[config.mk]
export PLATFORM = sky130hd
export DESIGN_NAME = native_bus_initiator
export DESIGN_NICKNAME = d
export VERILOG_FILES = /design/src/rtl/native_bus_initiator_pkg.sv /design/src/rtl/native_bus_lane_align.sv /design/src/rtl/native_bus_initiator.sv
export SDC_FILE = /design/constraint.sdc
export NUM_CORES = 1
export LEC_CHECK = 0
export CORE_ASPECT_RATIO = 0.9
export CORE_UTILIZATION = 25
export CTS_CLUSTER_DIAMETER = 100
export DETAILED_ROUTE_END_ITERATION = 8
export REMOVE_ABC_BUFFERS = 1
export SLEW_MARGIN = 30
export SYNTH_ARGS = -nofsm -noshare
export SYNTH_HDL_FRONTEND = slang
export SYNTH_SLANG_ARGS = --single-unit
[constraint.sdc]
create_clock -name clk -period 3.77 [get_ports clk]
set_input_delay 0.754 -clock clk [delete_from_list [all_inputs] [get_ports clk]]
set_output_delay 0.754 -clock clk [all_outputs]
set_load 0.02 [all_outputs]
[src/rtl/native_bus_initiator_pkg.sv]
// Shared encodings for the native bus initiator: access sizes, FSM states
// and the alignment rule used when a core request is accepted.
package native_bus_initiator_pkg;

  localparam int BUS_W = 32;

  typedef enum logic [1:0] {
    SIZE_BYTE = 2'd0,
    SIZE_HALF = 2'd1,
    SIZE_WORD = 2'd2
  } size_e;

  typedef enum logic [2:0] {
    ST_IDLE    = 3'd0,
    ST_RD_ADDR = 3'd1,
    ST_RD_DATA = 3'd2,
    ST_WR      = 3'd3,
    ST_RESP    = 3'd4
  } state_e;

  function automatic logic req_legal(input logic [1:0] size, input logic [1:0] offset);
    case (size)
      SIZE_BYTE: req_legal = 1'b1;
      SIZE_HALF: req_legal = ~offset[0];
      SIZE_WORD: req_legal = (offset == 2'b00);
      default:   req_legal = 1'b0;
    endcase
  endfunction

endpackage

[src/rtl/native_bus_lane_align.sv]
// Byte-lane steering: extracts and extends load data from a bus word, and
// merges sub-word store data into a previously read word.
module native_bus_lane_align
  import native_bus_initiator_pkg::*;
(
  input  logic [31:0] i_rdata,
  input  logic [31:0] i_wdata,
  input  logic [1:0]  i_offset,
  input  logic [1:0]  i_size,
  input  logic        i_unsigned,
  output logic [31:0] o_load,
  output logic [31:0] o_merged
);

  logic [4:0]  w_lsb;
  logic [31:0] w_shifted;
  logic [31:0] w_mask;

  always_comb begin
    w_lsb     = {i_offset, 3'b000};
    w_shifted = i_rdata >> w_lsb;
    case (i_size)
      SIZE_BYTE: o_load = {{24{w_shifted[7] & ~i_unsigned}}, w_shifted[7:0]};
      SIZE_HALF: o_load = {{16{w_shifted[15] & ~i_unsigned}}, w_shifted[15:0]};
      default:   o_load = i_rdata;
    endcase
    // Half accesses are already known to be half-aligned, so w_lsb is 0 or 16.
    case (i_size)
      SIZE_BYTE: w_mask = 32'h0000_00FF << w_lsb;
      SIZE_HALF: w_mask = 32'h0000_FFFF << w_lsb;
      default:   w_mask = 32'hFFFF_FFFF;
    endcase
    o_merged = (i_rdata & ~w_mask) | ((i_wdata << w_lsb) & w_mask);
  end

endmodule

[src/rtl/native_bus_initiator.sv]
// Data-side initiator: one load/store at a time from the core onto the native
// valid/ready memory bus, with read-modify-write for sub-word stores.
module native_bus_initiator
  import native_bus_initiator_pkg::*;
#(
  parameter int BUS_WIDTH = BUS_W
) (
  input  logic                 clk,
  input  logic                 rst,
  input  logic                 req_valid,
  output logic                 req_ready,
  input  logic                 req_write,
  input  logic [1:0]           req_size,
  input  logic                 req_unsigned,
  input  logic [BUS_WIDTH-1:0] req_addr,
  input  logic [BUS_WIDTH-1:0] req_wdata,
  output logic                 resp_valid,
  input  logic                 resp_ready,
  output logic [BUS_WIDTH-1:0] resp_data,
  output logic                 resp_error,
  output logic                 raddr_valid,
  input  logic                 raddr_ready,
  output logic [BUS_WIDTH-1:0] raddr,
  input  logic                 rdata_valid,
  output logic                 rdata_ready,
  input  logic [BUS_WIDTH-1:0] rdata,
  output logic                 waddr_valid,
  input  logic                 waddr_ready,
  output logic [BUS_WIDTH-1:0] waddr,
  output logic                 wdata_valid,
  input  logic                 wdata_ready,
  output logic [BUS_WIDTH-1:0] wdata
);

  state_e               r_state;
  state_e               w_next;
  logic [BUS_WIDTH-1:0] r_addr;
  logic [1:0]           r_size;
  logic                 r_write;
  logic                 r_unsigned;
  logic [BUS_WIDTH-1:0] r_wdata;
  logic [BUS_WIDTH-1:0] r_resp_data;
  logic                 r_resp_error;
  logic                 r_aw_done;
  logic                 r_w_done;
  logic                 w_legal;
  logic                 w_aw_hs;
  logic                 w_w_hs;
  logic [BUS_WIDTH-1:0] w_load;
  logic [BUS_WIDTH-1:0] w_merged;

  native_bus_lane_align u_align (
    .i_rdata    (rdata),
    .i_wdata    (r_wdata),
    .i_offset   (r_addr[1:0]),
    .i_size     (r_size),
    .i_unsigned (r_unsigned),
    .o_load     (w_load),
    .o_merged   (w_merged)
  );

  assign raddr      = {r_addr[BUS_WIDTH-1:2], 2'b00};
  assign waddr      = {r_addr[BUS_WIDTH-1:2], 2'b00};
  assign wdata      = r_wdata;
  assign resp_data  = r_resp_data;
  assign resp_error = r_resp_error;

  always_comb begin
    req_ready   = 1'b0;
    raddr_valid = 1'b0;
    rdata_ready = 1'b0;
    waddr_valid = 1'b0;
    wdata_valid = 1'b0;
    resp_valid  = 1'b0;
    w_aw_hs     = 1'b0;
    w_w_hs      = 1'b0;
    w_next      = r_state;
    w_legal     = req_legal(req_size, req_addr[1:0]);
    case (r_state)
      ST_IDLE: begin
        req_ready = 1'b1;
        if (req_valid) begin
          if (!w_legal)                                w_next = ST_RESP;
          else if (req_write && req_size == SIZE_WORD) w_next = ST_WR;
          else                                         w_next = ST_RD_ADDR;
        end
      end
      ST_RD_ADDR: begin
        raddr_valid = 1'b1;
        if (raddr_ready) w_next = ST_RD_DATA;
      end
      ST_RD_DATA: begin
        rdata_ready = 1'b1;
        if (rdata_valid) w_next = r_write ? ST_WR : ST_RESP;
      end
      ST_WR: begin
        // Address and data channels retire independently.
        waddr_valid = ~r_aw_done;
        wdata_valid = ~r_w_done;
        w_aw_hs     = waddr_valid & waddr_ready;
        w_w_hs      = wdata_valid & wdata_ready;
        if ((r_aw_done | w_aw_hs) && (r_w_done | w_w_hs)) w_next = ST_RESP;
      end
      ST_RESP: begin
        resp_valid = 1'b1;
        if (resp_ready) w_next = ST_IDLE;
      end
      default: w_next = ST_IDLE;
    endcase
  end

  always_ff @(posedge clk or negedge rst) begin
    if (!rst) begin
      r_state      <= ST_IDLE;
      r_addr       <= '0;
      r_size       <= 2'b00;
      r_write      <= 1'b0;
      r_unsigned   <= 1'b0;
      r_wdata      <= '0;
      r_resp_data  <= '0;
      r_resp_error <= 1'b0;
      r_aw_done    <= 1'b0;
      r_w_done     <= 1'b0;
    end else begin
      r_state <= w_next;
      case (r_state)
        ST_IDLE: begin
          if (req_valid) begin
            r_addr       <= req_addr;
            r_size       <= req_size;
            r_write      <= req_write;
            r_unsigned   <= req_unsigned;
            r_wdata      <= req_wdata;
            r_resp_data  <= '0;
            r_resp_error <= ~w_legal;
            r_aw_done    <= 1'b0;
            r_w_done     <= 1'b0;
          end
        end
        ST_RD_DATA: begin
          if (rdata_valid) begin
            if (r_write) r_wdata     <= w_merged;
            else         r_resp_data <= w_load;
          end
        end
        ST_WR: begin
          r_aw_done <= r_aw_done | w_aw_hs;
          r_w_done  <= r_w_done | w_w_hs;
        end
        default: ;
      endcase
    end
  end

endmodule

==> reports/qor.yml <==
outcome:
  outcome: "complete, no violations"
routing:
  drt-vias-per-instance: 5.08
  routed_wl_um: 22700
  remaining_drc_errors: 0
  vias: 5890
  ant_nets: 0
  wl_per_cell_um: 19.5
  drt_iter0_drc: 444
  first_pass_iters: 5
worst_setup_path:
  r2r_end: "resp_data[31]"
  slowest_delay_ns: 0.69
  cpMaxStageDelayCell: "clkdlybuf4s50_1"
  crit_chain: "or3b_2 > inv_2 > clkdlybuf4s50_1"
  crit_path_end: "rdata_ready"
  r2r-start: "r_state[1]"
  arrival_ns: 2.33
  crit_start: "r_state[1]"
  required_ns: 3.02
  rrSetupSlack_ns: 1.13
  worstPathMaxFanout: 14
  crit_path_end_kind: "output pin"
  criticalPathCategory: "flop to output pin"
  crit_path_start_kind: "flop"
  reg2regPathDepth: 5
power_and_ir_drop:
  pwr-share-comb: 0.578
  p_sw_mw: 3.60
  p_clk_frac: 0.121
  power_frac_seq: 0.301
  vdd_drop_max_v: 0.000393
  p_total_mw: 7.74
  p_leak_nw: 3.53
  p_int_mw: 4.14
  power_density_nw_per_um2: 902
  switching_share: 0.465
die:
  coreArea_um2: 23700
  ioPinCount: 243
  die_area_um2: 25100
  die_w_um: 167
  die_y_um: 151
  std_cell_rows: 53
  start_util: 0.259
sta:
  slew-limit-headroom: 0.487
  rsz0062_at_grt: "false"
  period_share: 0.818
  slew_viol_final: 0
  finalHoldViolations: 0
  finalSetupTns_ns: 0
  worstMarginPinSlew_ns: 0.770
  finClkSkew_ns: 0.0107
  hold_ws_ns: 0.442
  finalWorstSetupSlack_ns: 0.686
  finalSetupViolCount: 0
  fmax_mhz: 324
  fin_crit_ns: 3.08
grt:
  grt_max_degree: 53
  overflow: 0
  grtUsageMet3: 0.0465
  gr-usage-met2: 0.288
  groute.usage.overall: 0.180
  grt_pass1_vias: 5799
  grt_pass1_wl_um: 34400
  busiest_layer: "met2"
  grt_antenna_before_repair: 0
  grt_use_met1: 0.238
cts:
  cts_tree: "done"
  clk_path_buf_depth: 2
  root_buffer: "clkbuf_16"
  cts_resized: 0
  postCtsHoldBufs: 0
  cts_max_level: 3
  cts_buffers: 9
  post_cts_buffers: 0
  clk_pin_slew_ns: 0.08
  clock_sinks: 106
  clock_latency_ns: 0.36
place:
  place_congestion: 0.852
  dpl.hpwl_um: 16600
  dpl_worst_slack_ns: 0.995
  portBuffers: 238
  dp_cells: 1144
  placed_area_um2: 8300
synthesis:
  syn_inst: 707
  ys_top_cells_by_area: "dfrtp_1 (43%), nand2_1 (10%), buf_4 (7.8%)"
  syn_area_per_cell_um2: 8.67
  yosysSeqAreaShare: 0.433
  async_flop_share: 1.00
  ys_types: 49
  synth_top_area_frac: 0.433
  yosys.area.top_type: "dfrtp_1"
  synth_edf_count: 0
  ys_ff_latch: 106
  synth_area_um2: 6130
  ys.flop_type: "dfrtp_1"
  yosys_warnings: 0
run:
  drv_cap: 0
layout:
  utilization: 0.362
  drive_above_1_share: 0.0583
  fin_cells: 1160
  areaGrowthSynthToFinish_pct: 40.0
  finalNetCount: 961
  final_area_um2: 8580
  diodes: 0
min_path:
  hp-class: "input pin to asynchronous set/reset pin"
[cells by family after synthesis]
logic type	synth area share
and+or+nand+nor	0.168
buffers and inverters	0.122
DFF	0.433
muxes	0.0412
AOI/OAI and AO/OA	0.236
other	0.000612
[placed cells by master, fill, tap and decap left out, drive strengths merged, types with 17 or more instances in the layout]
cell type / netlist / routed
nand2: 164 / 164
dfrtp: 106 / 106
o2bb2ai: 17 / 17
clkdlybuf4s50: 0 / 237
a21oi: 34 / 34
a31oi: 17 / 17
nor2: 23 / 23
o21ai: 49 / 49
a22oi: 32 / 32
[area by class of cell]
cell class | count | area, µm²
sequential | 106 | 2650
multi-input combinational | 478 | 2750
tap | 302 | 378
clock buffer | 11 | 243
timing repair buffer | 253 | 2500
inverter | 5 | 18.8
fill | 2467 | 15100
clock inverter | 5 | 36.3
[synthesized netlist by cell type (all sizes together), types with 2 or more instances]
| cell | count |
|---|---|
| a211oi | 11 |
| and2 | 3 |
| o2bb2ai | 17 |
| a211o | 16 |
| nor4 | 8 |
| a221oi | 4 |
| nand2b | 8 |
| mux2 | 8 |
| or4 | 2 |
| o22ai | 2 |
| mux2i | 14 |
| buf | 76 |
| nor3 | 9 |
| dfrtp | 106 |
| inv | 5 |
| a21oi | 34 |
| and3 | 2 |
| o31ai | 16 |
| nor2b | 5 |
| a22oi | 32 |
| or3 | 3 |
| a2bb2oi | 8 |
| nor2 | 23 |
| o21ai | 49 |
| and3b | 3 |
| a31oi | 17 |
| clkbuf | 45 |
| nand2 | 164 |
| o21a | 4 |
[layer usage]
layer	routed length [µm]	share of wire
met5	0	0
met1	10000	0.44
met3	1950	0.086
met2	10200	0.45
met4	491	0.022
[worst min path at each step]
stage | startpoint | endpoint | slack [ns] | cells after the start
final | rst | asynchronous set/reset pin | 0.44 | 1
after global routing | rst | asynchronous set/reset pin | 0.51 | 1
after CTS | rst | asynchronous set/reset pin | 0.47 | 1
after detailed placement | resp_data[14] | resp_data[14] | 0.47 | 2
after global placement | resp_data[14] | resp_data[14] | 0.47 | 2
after floorplan | rst | asynchronous set/reset pin | 0.46 | 0
[power by group through the flow]
| stage | combinational [mW] | sequential [mW] | clock [mW] |
|---|---|---|---|
| global route | 4.79 | 2.41 | 1.01 |
| finish | 4.47 | 2.33 | 0.938 |
| CTS | 4.50 | 2.32 | 0.967 |
| floorplan | 1.54 | 2.98 | 0 |
| global placement | 4.44 | 2.33 | 0 |
| detailed placement | 4.49 | 2.32 | 0 |
[worst max-delay path: cells and delay by family, from the launching register on]
family	cells	cell delay [ns]
AND/OR/NAND/NOR	1	0.51
buffers and inverters	2	0.91
flip-flops	1	0.56
No activity file was read; power rests on OpenSTA's default activity.
